[src/rtl/acc_reg_arb.sv]
//==============================================================================
// Module      : acc_reg_arb
// Description : Round-robin arbiter that shares the CPU register read and
//               write ports between NUM_REQ accelerator requesters.
// Revision    : 1.0 - initial release
//==============================================================================
`default_nettype none

package acc_pkg;
    typedef logic [7:0]  reg_addr_t;
    typedef logic [31:0] data_t;
endpackage

module acc_reg_arb #(
    parameter int NUM_REQ = 2
) (
    input  logic                                 clk_i,
    input  logic                                 rst_i,
    input  acc_pkg::reg_addr_t [NUM_REQ-1:0][2:0] req_raddr_i,
    input  logic [NUM_REQ-1:0]                   req_rready_i,
    output acc_pkg::data_t [2:0]                 req_rdata_o,
    output logic [NUM_REQ-1:0]                   req_rvalid_o,
    input  acc_pkg::reg_addr_t [NUM_REQ-1:0]     req_waddr_i,
    input  acc_pkg::data_t [NUM_REQ-1:0]         req_wdata_i,
    input  logic [NUM_REQ-1:0]                   req_wren_i,
    output logic [NUM_REQ-1:0]                   req_wready_o,
    output acc_pkg::reg_addr_t [2:0]             reg_raddr_o,
    output logic                                 reg_rready_o,
    input  acc_pkg::data_t [2:0]                 reg_rdata_i,
    input  logic                                 reg_rvalid_i,
    output acc_pkg::reg_addr_t                   reg_waddr_o,
    output acc_pkg::data_t                       reg_wdata_o,
    output logic                                 reg_wren_o,
    input  logic                                 reg_wready_i,
    output logic                                 busy_o
);

    localparam int PTR_W = (NUM_REQ > 2) ? 2 : 1;
    localparam logic [PTR_W-1:0] c_last = PTR_W'(NUM_REQ - 1);

    typedef enum logic [0:0] {
        ST_IDLE = 1'b0,
        ST_BUSY = 1'b1
    } state_t;

    state_t r_rstate, w_rstate_nxt, r_wstate, w_wstate_nxt;

    logic [PTR_W-1:0] r_rptr, r_rgnt, w_rsel;
    logic [PTR_W-1:0] r_wptr, r_wgnt, w_wsel;
    logic             w_rdone, w_wdone;

    acc_pkg::reg_addr_t [2:0] r_raddr;
    acc_pkg::reg_addr_t       r_waddr;
    acc_pkg::data_t           r_wdata;

    // Rotate the request vector so the pointer sits at bit 0, then take the
    // first set bit and map it back to an absolute requester index.
    function automatic logic [PTR_W-1:0] rr_pick(input logic [NUM_REQ-1:0] req,
                                                 input logic [PTR_W-1:0]   ptr);
        logic [2*NUM_REQ-1:0] v_rot;
        logic [PTR_W:0]       v_idx;
        logic [PTR_W-1:0]     v_pick;
        logic                 v_found;
        v_rot   = {req, req} >> ptr;
        v_pick  = '0;
        v_found = 1'b0;
        for (int i = 0; i < NUM_REQ; i++) begin
            v_idx = {1'b0, ptr} + (PTR_W+1)'(i);
            if (v_idx >= (PTR_W+1)'(NUM_REQ))
                v_idx = v_idx - (PTR_W+1)'(NUM_REQ);
            if (!v_found && v_rot[i]) begin
                v_pick  = v_idx[PTR_W-1:0];
                v_found = 1'b1;
            end
        end
        return v_pick;
    endfunction

    assign w_rsel = rr_pick(req_rready_i, r_rptr);
    assign w_wsel = rr_pick(req_wren_i, r_wptr);

    always_ff @(posedge clk_i) begin
        if (rst_i) begin
            r_rstate <= ST_IDLE;
            r_wstate <= ST_IDLE;
            r_rptr   <= '0;
            r_wptr   <= '0;
            r_rgnt   <= '0;
            r_wgnt   <= '0;
            r_raddr  <= '0;
            r_waddr  <= '0;
            r_wdata  <= '0;
        end else begin
            r_rstate <= w_rstate_nxt;
            r_wstate <= w_wstate_nxt;
            if (r_rstate == ST_IDLE && |req_rready_i) begin
                r_rgnt  <= w_rsel;
                r_raddr <= req_raddr_i[w_rsel];
            end
            if (r_wstate == ST_IDLE && |req_wren_i) begin
                r_wgnt  <= w_wsel;
                r_waddr <= req_waddr_i[w_wsel];
                r_wdata <= req_wdata_i[w_wsel];
            end
            if (w_rdone)
                r_rptr <= (r_rgnt == c_last) ? '0 : r_rgnt + 1'b1;
            if (w_wdone)
                r_wptr <= (r_wgnt == c_last) ? '0 : r_wgnt + 1'b1;
        end
    end

    // Next-state and outputs; reset masks every output combinationally so a
    // completion arriving in the reset cycle produces no strobe.
    always_comb begin
        w_rstate_nxt = r_rstate;
        w_wstate_nxt = r_wstate;
        w_rdone      = 1'b0;
        w_wdone      = 1'b0;
        case (r_rstate)
            ST_IDLE: if (|req_rready_i) w_rstate_nxt = ST_BUSY;
            ST_BUSY: if (reg_rvalid_i) begin
                w_rstate_nxt = ST_IDLE;
                w_rdone      = !rst_i;
            end
            default: w_rstate_nxt = ST_IDLE;
        endcase
        case (r_wstate)
            ST_IDLE: if (|req_wren_i) w_wstate_nxt = ST_BUSY;
            ST_BUSY: if (reg_wready_i) begin
                w_wstate_nxt = ST_IDLE;
                w_wdone      = !rst_i;
            end
            default: w_wstate_nxt = ST_IDLE;
        endcase

        req_rvalid_o = w_rdone ? (NUM_REQ'(1) << r_rgnt) : '0;
        req_wready_o = w_wdone ? (NUM_REQ'(1) << r_wgnt) : '0;
        req_rdata_o  = w_rdone ? reg_rdata_i : '0;
        reg_rready_o = (r_rstate == ST_BUSY) && !rst_i;
        reg_wren_o   = (r_wstate == ST_BUSY) && !rst_i;
        reg_raddr_o  = rst_i ? '0 : r_raddr;
        reg_waddr_o  = rst_i ? '0 : r_waddr;
        reg_wdata_o  = rst_i ? '0 : r_wdata;
        busy_o       = (r_rstate == ST_BUSY || r_wstate == ST_BUSY) && !rst_i;
    end

endmodule

`default_nettype wire
[config.mk]
export PLATFORM = sky130hd
export DESIGN_NAME = acc_reg_arb
export DESIGN_NICKNAME = d
export VERILOG_FILES = /design/src/rtl/acc_reg_arb.sv
export SDC_FILE = /design/constraint.sdc
export NUM_CORES = 1
export LEC_CHECK = 0
export BUFFER_PORTS_ARGS = -buffer_cell sky130_fd_sc_hd__buf_2
export CAP_MARGIN = 20
export CORE_AREA = 4 4 154 156
export DETAILED_ROUTE_END_ITERATION = 12
export DIE_AREA = 0 0 158 160
export PLACE_DENSITY_LB_ADDON = 0.12
export REMOVE_ABC_BUFFERS = 1
export SKIP_CTS_REPAIR_TIMING = 1
export SLEW_MARGIN = 20
export SYNTH_ARGS = -nofsm -noshare
export SYNTH_HDL_FRONTEND = slang
export SYNTH_SLANG_ARGS = --single-unit
[constraint.sdc]
create_clock -name clk_i -period 1.32 [get_ports clk_i]
set_input_delay 0.132 -clock clk_i [delete_from_list [all_inputs] [get_ports clk_i]]
set_output_delay 0.132 -clock clk_i [all_outputs]
set_load 0.02 [all_outputs]
# After elaboration in Yosys (flattened, before gate mapping)
# Cells that the tools add are included.
# Widths: inputs -> output; s select.
# totals
register_bits	70
latch_bits	0
ramBits	0
rom_bits	0
output_inout_bits	167
wordCells	78
n_memories	0
# classes
n_addsub	8
n_mul	0
n_div	0
n_lt_le_gt_ge	6
eq_ne	0
shifts	4
mux	34
bitwise_logic	2
n_reduce_logical	13
# ops
cell	n
$mux 32	3
$mux 96	1
$mux 24	3
$mux 8	3
$mux 1	20
$shr 4x1->2	2
$logic_and 1x1->1	7
$add 1x1->2 const B	2
$ge 1x2->1 const B	2
$ge 2x2->1 const B	2
$lt 1x2->1 const B	2
$mux 2	2
$pmux 1 s2	2
$reduce_or 2->1	2
$shl 1x1->2 const A	2
$sub 1x1->1 const B	4
$logic_not 1->1	3
$add 1x1->1 const B	2
$not 1->1	2
$logic_or 1x1->1	1

# Longest topological paths before layout
# Gate-level depths: netlist of run 1.
# logic_depth
word_depth	7
mapped_depth	6

# Worst setup path after synthesis of run 1
# Ideal clock, no wire load.
# synth_path
path_kind	register to output
startpoint	register r_wstate
endpoint	output req_wready_o[0]
arrival_ns	1.192
t_required_ns	1.188
path_slack_ns	-0.004
path_stages_with_launch	4
path_cell_list	dfxtp_1 -> nor2b_1 -> nand2_1 -> nor2_1
# synth_via
elab_chain_len	2
# synth_lines
item	line	text
start, declared	46	state_t r_rstate, w_rstate_nxt, r_wstate, w_wstate_nxt;
start signal, assigned	95	r_wstate <= w_wstate_nxt;
$mux 1	127	case (r_wstate)
$mux 2	137	req_wready_o = w_wdone ? (NUM_REQ'(1) << r_wgnt) : '0;
end, declared	26	output logic [NUM_REQ-1:0] req_wready_o,
# Every way passes these cells.

==> impl_results.md, run 1 <==
* Comb pwr share at 0.308
* Syn Std Cell Area at 4400 um2
* Worst rel slew slack at 0.835
* Post-synth ARST share at 0
* Max Cap Viol at 0
* Dpl cells at 1237
* Critical Path AT at 1.54 ns
* Crit path max fanout at 8
* Critical Path RT at 1.19 ns
* Fin Clk Skew at 0.00560 ns
* P_int at 0.00537 W
* DR iter-0 viols at 309
* Final setup viols at 102
* PortBufs at 398
* Sw frac at 0.302
* Clk slew on worst S/H paths at 0.06 ns
* Area Growth Syn to Fin at 94.3%
* Final period demand of the worst path at 1.67 ns
* Most frequent cell after synthesis: and2_1
* Layout Nets at 1219
* Post-Route WL at 25.5 mm
* GRT Util Overall at 0.167
* # DRC at 0
* Clock Sinks at 70
* Slew @ Worst Pin at 0.246 ns
* YS warnings at 0
* Worst skew pair latency at 0.34 ns
* Yosys top cell area share at 0.319
* GPL Wtd Cong at 0.803
* Vias/cell at 4.62
* Commonest cells post-synth: and2_1, dfxtp_1, nor2_1, nor2b_1
* Avg WL per Cell at 19.9 um
* PwrDens at 900 nW/um2
* Grt ovf at 0
* RSZ-0062 raised after global routing: true
* Core area at 22400 um2
* Pre-antenna DRT Iters at 7
* Num CTS Buffers at 9
* Layout cell share with drive strength beyond 1 at 0.586
* Setup Crit Path Kind: reg -> out
* CP Launch Type: flip-flop
* Mean Syn Cell Area at 7.47 um2
* Post-synth EDFFs at 0
* Final Non-Filler Cells at 1282
* Leading area contributor after synthesis: dfxtp_1
* Initial antenna violation count at 8
* Die H at 160 um
* Rows at 55
* Clk Tree Root Cell: clkbuf_16
* Initial core utilization at 0.197
* Crit. End Element: primary output
* Max clock buf depth at 2
* HPWL after DPL at 17.7 mm
* Netlist cell types at 29
* Vias in the first global route at 5499
* Leak at 4.06 nW
* Crit share post-route at 1.26
* # IOs at 399
* Main synth FF type: dfxtp_1
* CTS tree: built
* Clock Power Share at 0.375
* Max Slew Vio Count at 0
* Status: finished with violations
* Hold_ws at 0.0553 ns
* VDD IR max at 0.634 mV
* First-pass GRT wire length at 32.4 mm
* Cell count after synthesis at 589
* Failing checks: setup timing
* DR vias at 5923
* Die ar. at 25300 um2
* Htree depth at 3
* Worst setup margin at -0.349 ns
* Detail Route Antenna Nets at 0
* Largest net degree at the start of global routing at 68
* Synth area leaders: dfxtp_1, and2_1, a311oi_1
* Fmax at 599 MHz
* Reg power frac at 0.316
* Final count of hold timing violations at 0
* Sequential area share after synthesis at 0.319
* Hold Path Class: in -> reg
* Yosys reg bits at 70
* NetSw at 0.00232 W
* Die outline width at 158 um
==> through the flow <==
step	setup WS, ns	total power [W]	cell area (um2)	util	TNS, ns
floorplan	-1.06	0.00340	4060	-	-109.01
global placement	-0.0265	0.00444	6810	0.305	-0.177
detailed placement	-0.0638	0.00443	6810	0.305	-1.99
CTS	-0.445	0.00737	7160	0.320	-40.10
global route	-0.401	0.00810	8550	0.382	-37.88
finish	-0.349	0.00769	8550	0.382	-30.06
==> power groups by stage <==
stage	Clock [W]	Sequential, W	Combinational (W)
floorplan	0	0.00245	0.000949
global placement	0	0.00247	0.00197
detailed placement	0	0.00247	0.00195
CTS	0.00298	0.00243	0.00196
global route	0.00308	0.00246	0.00257
finish	0.00289	0.00243	0.00237
==> worst paths after layout <==
| check | from | end | slack, ns | cells past startpoint |
|---|---|---|---|---|
| worst max-delay path | r_rstate$_SDFF_PP0_ | req_rdata_o[47] | -0.35 | 4 |
| worst max register to register | r_wptr$_SDFFE_PP0N_ | r_wdata[11]$_SDFFE_PP0P_ | -0.01 | 5 |
| worst min register to register | r_rptr$_SDFFE_PP0N_ | r_rptr$_SDFFE_PP0N_ | 0.47 | 2 |
| worst min-delay path | req_wdata_i[30] | r_wdata[30]$_SDFFE_PP0P_ | 0.06 | 3 |
==> layer usage <==
metal	wire, um	track usage	vias to the layer above
met5	21	0	-
met1	9430	0.187	2794
met4	708	0.0640	4
met3	1680	0.0377	37
li1	-	-	2856
met2	13700	0.303	232
==> placed cells by master (no fill, tap or decap), types with 5 or more instances in the layout <==
cell type,count
a311oi_1,57
buf_6,100
buf_2,295
o21ai_2,13
dfxtp_1,67
nor2b_1,65
and2_4,78
buf_4,29
clkbuf_16,19
nand3_1,64
buf_12,16
o21ai_0,45
a311oi_2,7
and2_1,19
nor2_1,68
o21ai_1,5
diode_2,5
==> kinds of logic after synthesis <==
group                  share of synthesized area
DFF                                        0.319
and+or+nand+nor                            0.382
muxes                                    0.00228
AOI/OAI and AO/OA                          0.216
buffers and inverters                     0.0814
==> state kept, by name, indices dropped and copies added (netlist names) <==
| register | flops |
|---|---|
| r_wdata | 32 |
| r_wptr | 1 |
| r_raddr | 24 |
| r_waddr | 8 |
| r_wstate | 1 |
| r_wgnt | 1 |
| r_rptr | 1 |
| r_rgnt | 1 |
| r_rstate | 1 |
==> critical path, stage by stage (launching register included) <==
cell	delay [ns]
dfxtp_4	0.39
and3b_2	0.34
buf_8	0.18
and2_1	0.16
buf_6	0.12
==> layout make-up <==
type	count	area (um2)
Multi-Input combinational cell	449	2990
Fill cell	2331	13800
Tap cell	285	357
Clock inverter	5	106
Antenna cell	5	12.5
Clock buffer	11	243
Sequential cell	70	1410
Inverter	5	18.8
Timing Repair Buffer	452	3410
Note: power is estimated with default switching activity, not from simulation.
==> run 2, diff against run 1 <==
ABC_AREA = 1   (was default)
CORE_AREA = 4 4 155 157   (was 4 4 154 156)
DIE_AREA = 0 0 159 161   (was 0 0 158 160)
==> run 2 against run 1 <==
Against the previous run:
- the flow still finishes with violations (setup timing)
- synthesized cell count increased by 47%
- area after synthesis rose by 12%
- design area rose by 2.7%
- global-route usage fell by 0.95 points
- sequential power shrank 2%
- sequential share of layout area shrank 0.44 points
- via count up 5.6%
- clock power decreased by 18%
- register-to-register slack improved by 0.15 ns
- final cell count up 22%
- first-iteration DRC count is 7.4% higher
- critical endpoint is now req_rdata_o[79]
- largest power group is now registers
==> impl_results.md, run 2 <==
* Sequential area share after synthesis at 0.284 (-0.0348)
* Sw frac at 0.337 (+0.0352)
* # DRC at 0 (unchanged)
* Final period demand of the worst path at 1.52 ns (-0.149 ns)
* Crit. End Element: primary output
* Post-synth ARST share at 0 (unchanged)
* Max Cap Viol at 0 (unchanged)
* Met1 Wirelength at 10.4 mm (+11%)
* Max Slew Vio Count at 0 (unchanged)
* YS warnings at 0 (unchanged)
* Met3 routed WL at 1.61 mm (-4.3%)
* Comb pwr share at 0.330 (+0.022)
* Clk slew on worst S/H paths at 0.06 ns (about the same)
* HPWL after DPL at 17.5 mm (-1.7%)
* Layout Nets at 1504 (+23%)
* Reg power frac at 0.337 (+0.021)
* Core area at 22500 um2 (+0.62%)
* Status: finished with violations
* Pre-antenna DRT Iters at 7 (unchanged)
* Crit share post-route at 1.15 (-0.113)
* GPL Wtd Cong at 0.893 (+11%)
* Synth area leaders: dfxtp_1, inv_1, nand2_1
* Detail Route Antenna Nets at 0 (unchanged)
* Clk Tree Root Cell: clkbuf_16
* Final Non-Filler Cells at 1564 (+22%)
* Largest register FFs at 32 (unchanged)
* Failing checks: setup timing
* Post-place setup slack at 0.00548 ns (+0.0692 ns)
* Leak at 5.20 nW (+28%)
* Critical Path RT at 1.19 ns (about the same)
* Die ar. at 25600 um2 (+1.3%)
* Mean Syn Cell Area at 5.70 um2 (-24%)
* DR vias at 6255 (+5.6%)
* Worst setup margin at -0.200 ns (+0.149 ns)
* Worst rel slew slack at 0.783 (-0.0520)
* Netlist cell types at 23 (-21%)
* GRT Util Overall at 0.157 (-0.00949)
* Grt ovf at 0 (unchanged)
* Commonest cells post-synth: inv_1, nand2_1, nor2_1, dfxtp_1, nand3_1
* Critical Path AT at 1.39 ns (-0.15 ns)
* RR Startpoint: r_wstate$_SDFF_PP0_
* Worst skew pair latency at 0.33 ns (about the same)
* Commonest non-fill, non-tap cell in the layout: buf_2
* Num CTS Buffers at 9 (unchanged)
* Htree depth at 3 (unchanged)
* VDD IR max at 0.532 mV (-16%)
* Main synth FF type: dfxtp_1
* Clock Power Share at 0.333 (-0.042)
* Clock Sinks at 70 (unchanged)
* Initial antenna violation count at 3 (-5)
* CTS tree: built
* Slew @ Worst Pin at 0.326 ns (+0.0796 ns)
* CP startpoint: r_rstate$_SDFF_PP0_
* Area of the multi-input gates at 2760 um2 (-7.7%)
* DR iter-0 viols at 332 (+7.4%)
* Top Metal Used: met5
* PwrDens at 807 nW/um2 (-10%)
* Initial core utilization at 0.219 (+0.0228)
* Most frequent cell after synthesis: inv_1
* Die H at 161 um (+0.63%)
* Most frequent cells in the layout: buf_2, inv_1, nand2_1
* Wire length on met2 at 10.4 mm (-24%)
* RSZ-0062 raised after global routing: true
* Vias/cell at 4.00 (-13%)
* Largest net degree at the start of global routing at 42 (-38%)
* CP Launch Type: flip-flop
* Avg WL per Cell at 14.6 um (-27%)
* Setup Crit Path Kind: reg -> out
* Crit path max fanout at 8 (unchanged)
* Dpl cells at 1529 (+24%)
* Hold wc startpoint: reg_wready_i
* PortBufs at 398 (unchanged)
* Max clock buf depth at 2 (unchanged)
* Hold Path Class: in -> reg
* Rows at 55 (unchanged)
* Post-synth EDFFs at 0 (unchanged)
* Leading area contributor after synthesis: dfxtp_1
* NetSw at 0.00239 W (+2.9%)
* # IOs at 399 (unchanged)
* Yosys top cell area share at 0.284 (-0.0348)
* Die outline width at 159 um (+0.63%)
* Fin Clk Skew at 0.00437 ns (-0.00123 ns)
* FF+latch area at 1410 um2 (about the same)
* Final count of hold timing violations at 0 (unchanged)
* # fillers at 2507 (+7.6%)
* Largest registers: r_wdata (32), r_raddr (24), r_waddr (8)
* Yosys reg bits at 70 (unchanged)
* Fmax at 658 MHz (+9.8%)
* P_int at 0.00470 W (-13%)
* Final setup viols at 98 (-3.9%)
* Post-Route WL at 22.8 mm (-11%)
* Area Growth Syn to Fin at 77.7%
* Syn Std Cell Area at 4940 um2 (+12%)
* Vias in the first global route at 5769 (+4.9%)
* Layout cell share with drive strength beyond 1 at 0.425 (-0.160)
* First-pass GRT wire length at 32.7 mm (+0.70%)
* Biggest register: r_wdata
* Cell count after synthesis at 866 (+47%)
run 2: worst paths after layout:
path,end,slack [ns],cells after the start
worst max-delay path,req_rdata_o[79],-0.20,6
worst max register to register,r_waddr[1]$_SDFFE_PP0P_,0.14,5
worst min register to register,r_wgnt$_SDFFE_PP0P_,0.50,2
worst min-delay path,r_wstate$_SDFF_PP0_,0.05,2
run 2: logic make-up (layout without fill, tap and decap cells):
family | Yosys count | in the layout | share of synthesized area
simple gates | 507 | 510 | 0.473
flops | 70 | 70 | 0.284
other cells | 0 | 2 | 0
buf+inv | 283 | 691 | 0.235
compound gates | 6 | 6 | 0.00811
run 2: layer usage:
layer  vias to the layer above  GRT usage
met5                         -          0
met4                         4     0.0316
met3                        24     0.0482
met2                       245      0.250
met1                      2686      0.212
li1                       3296          -
run 2: cell type report:
type	instances	area share
Sequential cell	70	0.160
Clock inverter	5	0.00470
Tap cell	285	0.0406
Multi-Input combinational cell	516	0.314
Antenna cell	2	0.000570
Inverter	233	0.102
Clock buffer	11	0.0288
Timing Repair Buffer	442	0.349
run 2: worst max-delay path, stage by stage (launching register included):
cell       delay (ns)
dfxtp_2          0.35
nand2_4          0.07
clkinv_8         0.09
nand2_8          0.09
clkbuf_16        0.21
nor2_2           0.10
buf_6            0.13
run 2: metrics by stage:
step / hold slack, ns / total power, W / area (um2) / utilization / setup TNS, ns
after global placement: 0.365 / 0.00450 / 7370 / 0.327 / 0
after global routing: 0.0501 / 0.00756 / 8770 / 0.390 / -20.59
final: 0.0489 / 0.00709 / 8780 / 0.390 / -13.84
after CTS: 0.00756 / 0.00694 / 7660 / 0.340 / -23.05
after detailed placement: 0.370 / 0.00450 / 7370 / 0.327 / 0
after floorplan: 0.201 / 0.00347 / 4650 / - / -71.39
run 2: power by group through the flow:
stage	sequential [W]	clock, W	combinational (W)
floorplan	0.00242	0	0.00105
global placement	0.00243	0	0.00207
detailed placement	0.00244	0	0.00206
CTS	0.00239	0.00248	0.00207
global route	0.00241	0.00257	0.00258
finish	0.00239	0.00236	0.00234
==> run 3, diff against run 2 <==
SETUP_SLACK_MARGIN = 0.3   (was default)
==> run 3 against run 2 <==
Against the previous run:
- the run still ends with setup timing left
- power up 10%
- via count is 5.1% higher
- final cell count rose by 1.7%
- die area stayed put
- clock power about the same
- flip-flop and latch count unchanged
- register-to-register slack got worse by 0.11 ns
- global-route usage unchanged
- sequential power about the same
- count of clock-buffer cells in the layout stayed put
- worst hold slack worse by 0.00075 ns
- worst setup slack improved by 0.0038 ns
- largest power group is now combinational cells
==> impl_results.md, run 3 (same netlist as run 2, synthesis figures left out) <==
* Status: finished with violations
* Failing checks: setup timing
* Initial core utilization at 0.219 (unchanged)
* Hold Path Class: in -> reg
* Final setup viols at 98 (unchanged)
* Setup TNS at -13.72 ns (+0.119 ns)
* Layout cell share with drive strength beyond 1 at 0.527 (+0.102)
* Commonest non-fill, non-tap cell in the layout: buf_2
* Avg WL per Cell at 16.3 um (+12%)
* Htree depth at 3 (unchanged)
* Detail Route Antenna Nets at 0 (unchanged)
* Max clock buf depth at 2 (unchanged)
* Largest registers: r_wdata (32), r_raddr (24), r_waddr (8)
* Slew @ Worst Pin at 0.321 ns (-0.00411 ns)
* Die outline width at 159 um (unchanged)
* Max Slew Vio Count at 0 (unchanged)
* VDD IR max at 0.559 mV (+5.1%)
* Slowest cell on crit path: dfxtp_2
* Largest net degree at the start of global routing at 42 (unchanged)
* Worst skew pair latency at 0.34 ns (about the same)
* Vias in the first global route at 5769 (unchanged)
* CTS tree: built
* Die ar. at 25600 um2 (unchanged)
* PwrDens at 767 nW/um2 (-5.0%)
* Biggest register: r_wdata
* Crit. End Element: primary output
* Core area at 22500 um2 (unchanged)
* PortBufs at 398 (unchanged)
* Max Cap Viol at 0 (unchanged)
* Grt ovf at 0 (unchanged)
* Clock Sinks at 70 (unchanged)
* # IOs at 399 (unchanged)
* Initial antenna violation count at 3 (unchanged)
* HPWL after DPL at 17.5 mm (unchanged)
* Critical Path AT at 1.38 ns (about the same)
* CP Launch Type: flip-flop
* Largest register FFs at 32 (unchanged)
* CP max stage delay at 0.35 ns (about the same)
* First-pass GRT wire length at 32.7 mm (unchanged)
* Worst rel slew slack at 0.786 (+0.00274)
* Fmax at 660 MHz (+0.25%)
* Leak at 5.60 nW (+7.8%)
* DR iter-0 viols at 265 (-20%)
* Crit path max fanout at 8 (unchanged)
* Fin Clk Skew at 0.00632 ns (+0.00195 ns)
* Worst setup margin at -0.196 ns (+0.00382 ns)
* Final period demand of the worst path at 1.52 ns (-0.00382 ns)
* GPL Wtd Cong at 0.893 (unchanged)
* Vias/cell at 4.13 (+3.3%)
* # DRC at 0 (unchanged)
* Most frequent cells in the layout: buf_2, inv_1, nand2_1
* Clk Tree Root Cell: clkbuf_16
* Pwr Total at 0.00779 W (+10%)
* Pre-antenna DRT Iters at 4 (-3)
* Setup Crit Path Kind: reg -> out
* Layout Nets at 1531 (+1.8%)
* Post-Route WL at 25.9 mm (+14%)
* Critical Path RT at 1.19 ns (about the same)
* Area Growth Syn to Fin at 106%
* Crit share post-route at 1.15 (-0.00289)
* Num CTS Buffers at 9 (unchanged)
* GRT Util Overall at 0.157 (unchanged)
* Rows at 55 (unchanged)
* Critical-path cell list: nand2_4 -> clkinv_8 -> nand2_8 -> clkbuf_16 -> nor2_2 -> buf_6
* RSZ-0062 raised after global routing: true
* Die H at 161 um (unchanged)
* Clk slew on worst S/H paths at 0.06 ns (about the same)
* Utilization after layout at 0.452 (+0.0617)
* DR vias at 6573 (+5.1%)
* Final count of hold timing violations at 0 (unchanged)
==> run 3: stage by stage <==
step	worst slack [ns]	hold slack, ns	instances	area (um2)
after floorplan	-0.883	0.201	816	4650
after global placement	0.00315	0.365	1529	7370
after detailed placement	0.00548	0.370	1529	7370
after CTS	-0.326	0.00756	1545	7660
after global routing	-0.265	0.0499	1590	10200
final	-0.196	0.0481	1591	10200
==> run 3: path summary, 6_finish.rpt <==
check | from | endpoint | slack, ns | cells past startpoint
min | reg_wready_i | r_wstate$_SDFF_PP0_ | 0.05 | 2
max reg2reg | r_wstate$_SDFF_PP0_ | r_wdata[2]$_SDFFE_PP0P_ | 0.03 | 6
min reg2reg | r_raddr[13]$_SDFFE_PP0P_ | r_raddr[13]$_SDFFE_PP0P_ | 0.51 | 4
max | r_rstate$_SDFF_PP0_ | req_rdata_o[79] | -0.20 | 6
==> run 3: power by group <==
| part | internal, W | switching, W | total, W |
|---|---|---|---|
| sequential | 0.00234 | 0.0000650 | 0.00240 |
| clock | 0.00139 | 0.000990 | 0.00238 |
| combinational | 0.00135 | 0.00166 | 0.00301 |
==> run 3: routing by layer <==
metal  up-vias  track usage  share of wire
met3        24       0.0482          0.064
li1       3357            -              -
met5         -            0         0.0010
met1      2944        0.212           0.45
met4         4       0.0316          0.011
met2       244        0.250           0.48
==> run 3: layout make-up <==
class / count / area [um2]
Multi-Input combinational cell: 516 / 3410
Timing Repair Buffer: 469 / 3780
Fill cell: 2404 / 12300
Clock inverter: 5 / 41.3
Antenna cell: 2 / 5.00
Inverter: 233 / 897
Sequential cell: 70 / 1420
Clock buffer: 11 / 253
Tap cell: 285 / 357
==> run 3: critical path, delay by kind of cell, from the launching register on <==
kind,cells,cell delay [ns]
buffers and inverters,3,0.43
DFF,1,0.35
and+or+nand+nor,3,0.26
